File: config.mk
export PLATFORM = sky130hd
export DESIGN_NAME = aes_round_engine
export DESIGN_NICKNAME = d
export VERILOG_FILES = /design/src/rtl/aes_round_engine.sv
export SDC_FILE = /design/constraint.sdc
export NUM_CORES = 2
export LEC_CHECK = 0
export BUFFER_PORTS_ARGS = -buffer_cell sky130_fd_sc_hd__buf_2
export CORE_MARGIN = 1.5
export CORE_UTILIZATION = 32
export DETAILED_ROUTE_END_ITERATION = 8
export PLACE_DENSITY = 0.53
export SLEW_MARGIN = 20
export SYNTH_ARGS = -nofsm -noshare
export SYNTH_HDL_FRONTEND = slang
export SYNTH_HIERARCHICAL = 1
export SYNTH_SLANG_ARGS = --single-unit
File: constraint.sdc
create_clock -name clk -period 4.66 [get_ports clk]
set_input_delay 0 -clock clk [delete_from_list [all_inputs] [get_ports clk]]
set_output_delay 0 -clock clk [all_outputs]
set_load 0.02 [all_outputs]
File: src/rtl/aes_round_engine.sv
// Purpose : iterative AES-128/192/256 encryption core; one 128-bit state register reused for every round.
// Latency : ciphertext valid NR+1 cycles after the accept cycle (2*NR+1 with PIPE_SB=1).
// Backpressure: result is held in DONE until out_ready; no new block is accepted until the result is taken.
//
// Ports:
//   clk, rst_n           clock, asynchronous active-low reset
//   in_valid/in_ready    plaintext handshake; din[127:96] is column 0, byte 0 in the MSBs
//   rk_idx/rk_in         round-key index (registered) and the key returned combinationally by the store
//   out_valid/out_ready  ciphertext handshake; dout uses the same byte order as din
//   busy                 high whenever the engine is not idle

// S-box substitution of one 32-bit column (four bytes).
module aes_sub_word (
    input  logic [31:0] col,
    output logic [31:0] sub
);

    // Table row n holds S(16n) .. S(16n+15), first entry in the MSBs.
    localparam logic [2047:0] SBOX = {
        128'h637c777bf26b6fc53001672bfed7ab76,
        128'hca82c97dfa5947f0add4a2af9ca472c0,
        128'hb7fd9326363ff7cc34a5e5f171d83115,
        128'h04c723c31896059a071280e2eb27b275,
        128'h09832c1a1b6e5aa0523bd6b329e32f84,
        128'h53d100ed20fcb15b6acbbe394a4c58cf,
        128'hd0efaafb434d338545f9027f503c9fa8,
        128'h51a3408f929d38f5bcb6da2110fff3d2,
        128'hcd0c13ec5f974417c4a77e3d645d1973,
        128'h60814fdc222a908846eeb814de5e0bdb,
        128'he0323a0a4906245cc2d3ac629195e479,
        128'he7c8376d8dd54ea96c56f4ea657aae08,
        128'hba78252e1ca6b4c6e8dd741f4bbd8b8a,
        128'h703eb5664803f60e613557b986c11d9e,
        128'he1f8981169d98e949b1e87e9ce5528df,
        128'h8ca1890dbfe6426841992d0fb054bb16
    };

    // Entry x sits at bits [2047-8x -: 8]; 2047-8x is simply {~x, 3'b111}.
    function automatic logic [7:0] sbox(input logic [7:0] x);
        return SBOX[{~x, 3'b111} -: 8];
    endfunction

    assign sub = {sbox(col[31:24]), sbox(col[23:16]), sbox(col[15:8]), sbox(col[7:0])};

endmodule

// MixColumns transform of one 32-bit column (byte 0 in the MSBs).
module aes_mix_col (
    input  logic [31:0] col,
    output logic [31:0] mix
);

    function automatic logic [7:0] xt(input logic [7:0] a);
        return {a[6:0], 1'b0} ^ (a[7] ? 8'h1b : 8'h00);
    endfunction

    logic [7:0] a0, a1, a2, a3;

    assign {a0, a1, a2, a3} = col;

    // Multiplication by 3 is xt(a) ^ a.
    assign mix[31:24] = xt(a0) ^ xt(a1) ^ a1 ^ a2 ^ a3;
    assign mix[23:16] = a0 ^ xt(a1) ^ xt(a2) ^ a2 ^ a3;
    assign mix[15:8]  = a0 ^ a1 ^ xt(a2) ^ xt(a3) ^ a3;
    assign mix[7:0]   = xt(a0) ^ a0 ^ a1 ^ a2 ^ xt(a3);

endmodule

module aes_round_engine #(
    parameter int NR      = 10,   // 10, 12 or 14
    parameter int PIPE_SB = 0     // 1: register between SubBytes/ShiftRows and MixColumns/AddRoundKey
) (
    input  logic         clk,
    input  logic         rst_n,
    input  logic         in_valid,
    output logic         in_ready,
    input  logic [127:0] din,
    output logic [3:0]   rk_idx,
    input  logic [127:0] rk_in,
    output logic         out_valid,
    input  logic         out_ready,
    output logic [127:0] dout,
    output logic         busy
);

    localparam logic [3:0] NR_L = 4'(NR);

    typedef enum logic [1:0] {
        IDLE    = 2'd0,
        ROUND   = 2'd1,
        SB_WAIT = 2'd2,
        DONE    = 2'd3
    } fsm_t;

    fsm_t         st, st_nxt;
    logic [3:0]   round;
    logic [127:0] state_q;

    logic [127:0] sb_out;    // SubBytes of state_q
    logic [127:0] sr_out;    // ShiftRows of sb_out
    logic [127:0] mix_src;   // input of the MixColumns/AddRoundKey half
    logic [127:0] mc_out;
    logic [127:0] ark;       // round result after AddRoundKey
    logic         last;      // current round is the final one
    logic         step;      // cycle in which the round result is written back
    logic         accept;

    assign last   = (round == NR_L);
    assign accept = in_valid && (st == IDLE);
    assign step   = (PIPE_SB != 0) ? (st == SB_WAIT) : (st == ROUND);

    // ---------------------------------------------------------------- datapath
    for (genvar c = 0; c < 4; c++) begin : g_sub
        aes_sub_word u_sub (
            .col (state_q[127-32*c -: 32]),
            .sub (sb_out[127-32*c -: 32])
        );
    end

    // Output column c, row j comes from input column (c+j) mod 4, row j.
    always_comb begin
        sr_out = '0;
        for (int c = 0; c < 4; c++) begin
            for (int j = 0; j < 4; j++) begin
                sr_out[127-32*c-8*j -: 8] = sb_out[127-32*((c+j)%4)-8*j -: 8];
            end
        end
    end

    if (PIPE_SB != 0) begin : g_pipe
        logic [127:0] sb_q;

        always_ff @(posedge clk or negedge rst_n) begin
            if (!rst_n) begin
                sb_q <= '0;
            end else if (st == ROUND) begin
                sb_q <= sr_out;
            end
        end

        assign mix_src = sb_q;
    end else begin : g_nopipe
        assign mix_src = sr_out;
    end

    for (genvar c = 0; c < 4; c++) begin : g_mix
        aes_mix_col u_mix (
            .col (mix_src[127-32*c -: 32]),
            .mix (mc_out[127-32*c -: 32])
        );
    end

    // The final round bypasses MixColumns. round only changes on write-back,
    // so rk_in is the key for the round being finished in both pipe modes.
    assign ark = (last ? mix_src : mc_out) ^ rk_in;

    always_ff @(posedge clk or negedge rst_n) begin
        if (!rst_n) begin
            state_q <= '0;
            round   <= '0;
            dout    <= '0;
        end else begin
            if (accept) begin
                state_q <= din ^ rk_in;        // initial AddRoundKey with key 0
                round   <= 4'd1;
            end else if (step) begin
                state_q <= ark;
                if (last) begin
                    dout <= ark;
                end else begin
                    round <= (round < NR_L) ? round + 4'd1 : NR_L;
                end
            end else if (st == DONE && out_ready) begin
                round <= '0;                   // key 0 requested again while idle
            end
        end
    end

    // -------------------------------------------------------------------- FSM
    always_ff @(posedge clk or negedge rst_n) begin
        if (!rst_n) begin
            st <= IDLE;
        end else begin
            st <= st_nxt;
        end
    end

    always_comb begin
        st_nxt = st;
        case (st)
            IDLE: begin
                if (in_valid) st_nxt = ROUND;
            end
            ROUND: begin
                if (PIPE_SB != 0) st_nxt = SB_WAIT;
                else if (last)    st_nxt = DONE;
            end
            SB_WAIT: begin
                st_nxt = last ? DONE : ROUND;
            end
            DONE: begin
                if (out_ready) st_nxt = IDLE;
            end
            default: st_nxt = IDLE;
        endcase
    end

    // All outputs come from registers, so nothing depends combinationally on rk_in.
    always_comb begin
        in_ready  = 1'b0;
        out_valid = 1'b0;
        busy      = 1'b1;
        rk_idx    = round;
        case (st)
            IDLE: begin
                in_ready = 1'b1;
                busy     = 1'b0;
            end
            DONE:    out_valid = 1'b1;
            default: ;
        endcase
    end

endmodule

* Yosys cells after proc, flatten, opt, wreduce, memory -nomap -nowiden
Index checks and enable logic that the tools add are counted.
** Word-level totals
- Flip-flop bits (word level) :: 262
- Output and inout port bits :: 135
- Bits of input ports :: 260
- Logic and storage cells :: 169
** Cells by class
- Equality and inequality tests :: 8
- Shift-type cells :: 16
- Order comparisons :: 1
- Reductions and logical operators :: 8
- Bitwise logic cells :: 99
- Mux-type cells :: 32
- Add/subtract/negate cells :: 1
** Operator list (number)
- $shiftx 2055x12->8 const A :: 16
- $xor 8x8->8 :: 76
- $mux 128 :: 3
- $xor 128x128->128 :: 2
- $not 8->8 :: 16
- $mux 5 :: 16
- $xor 8x5->8 :: 4
- $mux 4 :: 5
- $mux 2 :: 4
- $pmux 2 s4 :: 1
- $ne 2x2->1 const B :: 3
- $reduce_and 3->1 :: 2
- $add 4x1->4 const B :: 1
- $eq 2x2->1 const B :: 2
- $eq 4x4->1 const B :: 1
- $lt 4x4->1 const B :: 1
- $mux 1 :: 3
- $ne 3x2->1 const B :: 1
- $reduce_bool 3->1 :: 1
- $eq 2x1->1 const B :: 1
- $logic_and 1x1->1 :: 2
- $logic_not 2->1 :: 1
- $reduce_and 2->1 :: 1
- $reduce_bool 2->1 :: 1
- $not 1->1 :: 1

* Depth between registers and ports, before layout
- Depth after elaboration :: 12
- Gate-level depth with buffers :: 18
- Mapped depth without buffers :: 13

* By module
The synthesis kept the hierarchy.
** Modules (own cells, without submodules)
- aes_sub_word :: cells an instance 2254, area an instance 13634.3 um^2, instances 4, seq. area each 0.0 um^2
- aes_round_engine :: cells an instance 2032, area an instance 17988.5 um^2, instances 1, seq. area each 6556.3 um^2
- aes_mix_col :: cells an instance 85, area an instance 1325.0 um^2, instances 4, seq. area each 0.0 um^2

* Worst setup path after synthesis
OpenSTA, ideal clock, no wires.
- Kind :: register to register
- Start point :: register state_q[16]
- End point :: register state_q[41]
- Period minus slack after synthesis :: 4473 ps
- Library setup time :: 126 ps
- Data arrival time :: 4347 ps
- Slack :: 187 ps
- Path buffers :: 3
- Data required time :: 4534 ps
- Cell stages (with the launch flop) :: 17
- Cells stage by stage :: dfrtp_1 -> buf_2 -> buf_2 -> inv_1 -> ha_1 -> clkbuf_1 -> or2_2 -> o22ai_1 -> a21oi_1 -> o21ai_0 -> nor3_1 -> nor4_1 -> xnor3_1 -> xnor3_1 -> a221oi_2 -> nor4_1 -> a311o_1
** Between the ends
- Word-level cells in the longest chain between the ends :: 10
** RTL lines
- start: declaration :: RTL line 97 : logic [127:0] state_q;
- start signal: assignment :: RTL line 164 : state_q <= din ^ rk_in;
- start signal: assignment :: RTL line 167 : state_q <= ark;
- $not 8->8 :: RTL line 40 : return SBOX[{~x, 3'b111} -: 8];
- $shiftx 2055x12->8 :: RTL line 40
- named net mix_src[49] :: RTL line 101 : logic [127:0] mix_src;
- $xor 8x8->8 (4 in a row) :: RTL line 64 : assign mix[15:8] = a0 ^ a1 ^ xt(a2) ^ xt(a3) ^ a3;
- named net mc_out[41] :: RTL line 102 : logic [127:0] mc_out;
- $mux 128 :: RTL line 155 : assign ark = (last ? mix_src : mc_out) ^ rk_in;
- $xor 128x128->128 :: RTL line 155
- $mux 128 :: RTL line 166 : end else if (step) begin
- $mux 128 :: RTL line 163 : if (accept) begin
The timed path passes the listed nets, and every way through them passes these cells. The select of a mux whose other input is x is not followed.
A chain may end at the register's enable or synchronous reset.

* Worst setup path after layout
- Start point :: register state_q[115]
- End point :: register state_q[1]
** Between the ends
- Word-level cells in the longest chain between the ends :: 9
** RTL lines
- $not 8->8 :: RTL line 40
- $shiftx 2055x12->8 :: RTL line 40
- named net mix_src[17] :: RTL line 101
- $xor 8x8->8 (3 in a row) :: RTL line 65 : assign mix[7:0] = xt(a0) ^ a0 ^ a1 ^ a2 ^ xt(a3);
- named net mc_out[1] :: RTL line 102
- $mux 128 :: RTL line 155
- $xor 128x128->128 :: RTL line 155
- $mux 128 :: RTL line 166
- $mux 128 :: RTL line 163
The timed path passes the listed nets, and every way through them passes these cells. The select of a mux whose other input is x is not followed.

==> reports/qor.tcl <==
set qor(cts_max_level) 2
set qor(critical_path_data_required_time_ps) 5190
set qor(grt_pass1_vias) 97200
set qor(grt_start_max_net_pins) 146
set qor(first_pass_iters) 9
set qor(reg2reg_setup_slack_ps) 30
set qor(min_path_type) {in -> reg}
set qor(ys_seq_elements) 262
set qor(worst-endpoint-arrival_ps) 5160
set qor(top_level_i_o_count) 395
set qor(synth.distinct_cells) 98
set qor(synth_seq_area_share_pct) 8.42
set qor(netlist_top_cells_count) {o21ai_0 (1157), nand2_1 (1026), a21oi_1 (978)}
set qor(cts_made_buffers) 43
set qor(tightestPinTransition_ps) 1100
set qor(synth_enable_flop_cells) 0
set qor(hold_viol) 0
set qor(worstPathMaxFanout) 27
set qor(setup.worst_path.start_class) {register}
set qor(final.hold.worst_slack_ps) 37.0
set qor(layout-drive-gt1-share_pct) 19.9
set qor(drt-wirelength-per-cell_um) 31.8
set qor(placement_rows) 180
set qor(number_of_antenna_violations_at_the_first_check_in_global_routing) 25
set qor(syn_inst) 11400
set qor(die_w_um) 496
set qor(asyncSetResetFlopFracSynth_pct) 100
set qor(clock-skew-final_ps) 42.1
set qor(synth-compound-area-share_pct) 40.4
set qor(yosysMostFrequentCell) {o21ai_0}
set qor(tritoncts_clock_tree) {built}
set qor(floorplan.die_area_um2) 246000
set qor(rsz0062_at_grt) {true}
set qor(synth_top_family_by_area) {compound AO/OA/AOI/OAI gates}
set qor(drc) 0
set qor(synthXorXnorAreaFrac_pct) 8.54
set qor(netlist_area_um2) 77800
set qor(yosys.area_share.adder_pct) 3.89
set qor(slew_headroom_pct) 26.4
set qor(synth.mux.area_fraction_pct) 3.12
set qor(layout.nets) 12600
set qor(post_synthesis_net_count) 11900
set qor(wire_length_of_the_first_global_routing_pass_um) 701000
set qor(cts.path.max_buffers) 3
set qor(clock-root-buffer) {clkbuf_16}
set qor(ranking_of_synthesized_cells_by_area) {dfrtp_1 (8.4%), o21ai_0 (7.4%), a21oi_1 (6.3%)}
set qor(max_freq_mhz) 216
set qor(status) {complete, no violations}
set qor(number_of_pins_with_negative_max_slew_slack_in_the_final_report) 0
set qor(synth_top_area_share_pct) 8.42
set qor(dp_hpwl_um) 363000
set qor(clk_pin_slew_worst_paths_ps) 60
set qor(numPortBuffers) 394
set qor(yosys_warnings) 6
set qor(yosys.area_share.simple_pct) 25.6
set qor(netlist.top_cell.by_area) {dfrtp_1}
set qor(syn_area_per_cell_um2) 6.83
set qor(global_route.overflow_total) 0
set qor(num_vias) 105000
set qor(number_of_routed_nets_with_antenna_violations) 0
set qor(cts_num_sinks) 262
set qor(final.period_utilization_pct) 99.3
set qor(floorplan.initialDensity_pct) 32.3
set qor(time_the_final_worst_path_needs_with_i_o_delays_and_setup_ps) 4630
set qor(placeableCoreArea_um2) 241000
set qor(timing.max_cap.violations) 0
set qor(totalWireLength_um) 487000
set qor(die_height_um) 496
set qor(globalplace.congestion) 1.08
set qor(drt_iter0_drc) 16500
set qor(path_class) {reg -> reg}
set qor(grt_usage_pct) 37.6
set qor(critical_path_capture_point_type) {register}
set qor(finalSetupViolCount) 0
set qor(flip_flop_cell_with_the_highest_count_after_synthesis) {dfrtp_1}
set qor(viasPerCell) 6.85
set qor(clkLatencyLatePin_ps) 710
set qor(flow.area_growth_from_synthesis_pct) 20.6
-- placed cells by master (no fill, tap or decap), drive strengths merged, types with 89 or more instances in the layout --
master / count
a32oi: 160
a211oi: 248
buf: 1767
nand2b: 325
nor4: 200
and2: 236
a21oi: 978
nand3: 301
a311oi: 164
o21ai: 1241
dlygate4sd3: 249
nor2b: 251
nor3: 401
a221oi: 188
a31oi: 295
nand2: 1038
a311o: 148
xnor2: 221
ha: 242
nor2: 769
xnor3: 140
dfrtp: 262
o22ai: 89
o311ai: 124
o211ai: 265
inv: 277
-- state kept, by name, summed over array words and instances (netlist names) --
signal	cells
dout	128
rk_idx	4
st	2
state_q	128
-- kinds of logic after synthesis --
group                      Yosys count
AOI/OAI and AO/OA                 4626
buffers and inverters             1652
DFF                                262
xor gates and xnor gates           477
muxes                              160
and+or+nand+nor                   3969
adders and majority gates          242
-- layer usage --
metal  part of all wire, %  GRT usage (%)  wire, µm
met5                 0.019              0        93
met4                   7.3           22.1     35700
met3                    11           7.48     52900
met2                    43           57.5    209000
met1                    39           48.7    189000
-- area by class of cell --
class | count | area (µm²)
clock inverters | 20 | 233
diodes | 16 | 40.0
well taps | 3185 | 3990
repair buffers | 2016 | 16500
inverters | 289 | 1090
clock buffers | 59 | 1230
fillers | 25400 | 147000
flip-flops and latches | 262 | 6700
multi-input cells | 9474 | 64200
-- worst max-delay path, cell delays in order, from the launching register on --
cell and delay [ps]:
dfrtp_2 530, buf_4 380, buf_4 240, nand2b_1 300, nor2_1 130, o31ai_1 330, a21oi_1 70, a221oi_1 430
nor4_2 130, buf_4 200, xnor3_1 370, xnor3_1 190, a221oi_1 340, buf_4 220, nor4_1 60, a311o_2 500
-- path summary, 6_finish.rpt --
kind,from,end,cells past startpoint
worst max-delay path,state_q[115],state_q[1],15
worst min-delay path,din[1],state_q[1],5
worst max register to register,state_q[115],state_q[1],15
worst min register to register,dout[18],dout[18],2
max in group asynchronous,rst_n,state_q[26],4
min in group asynchronous,rst_n,state_q[23],3
-- through the flow --
stage	setup TNS (ps)	area, µm²	setup slack (ps)	std cells	utilization, %
2_1_floorplan	0	77800	187	11400	-
3_3_place_gp	-1890	89200	-267	15000	37.0
3_5_place_dp	-1060	89200	-250	15000	37.0
4_1_cts	0	93300	0.365	15300	38.7
5_1_grt	-34.1	93900	-12.7	15300	38.9
6_report	0	93900	31.7	15300	38.9
-- repair_timing --
action                     CTS  global route
pin swaps                    1            13
resized for setup           26           114
setup buffers                1             9
setup endpoints to repair   21            75
hold endpoints to repair   340             1
hold buffers               248             1
Power is left out: the tool's default activity adds up to more than one toggle a clock period on the data nets, which glitch-free logic cannot reach.
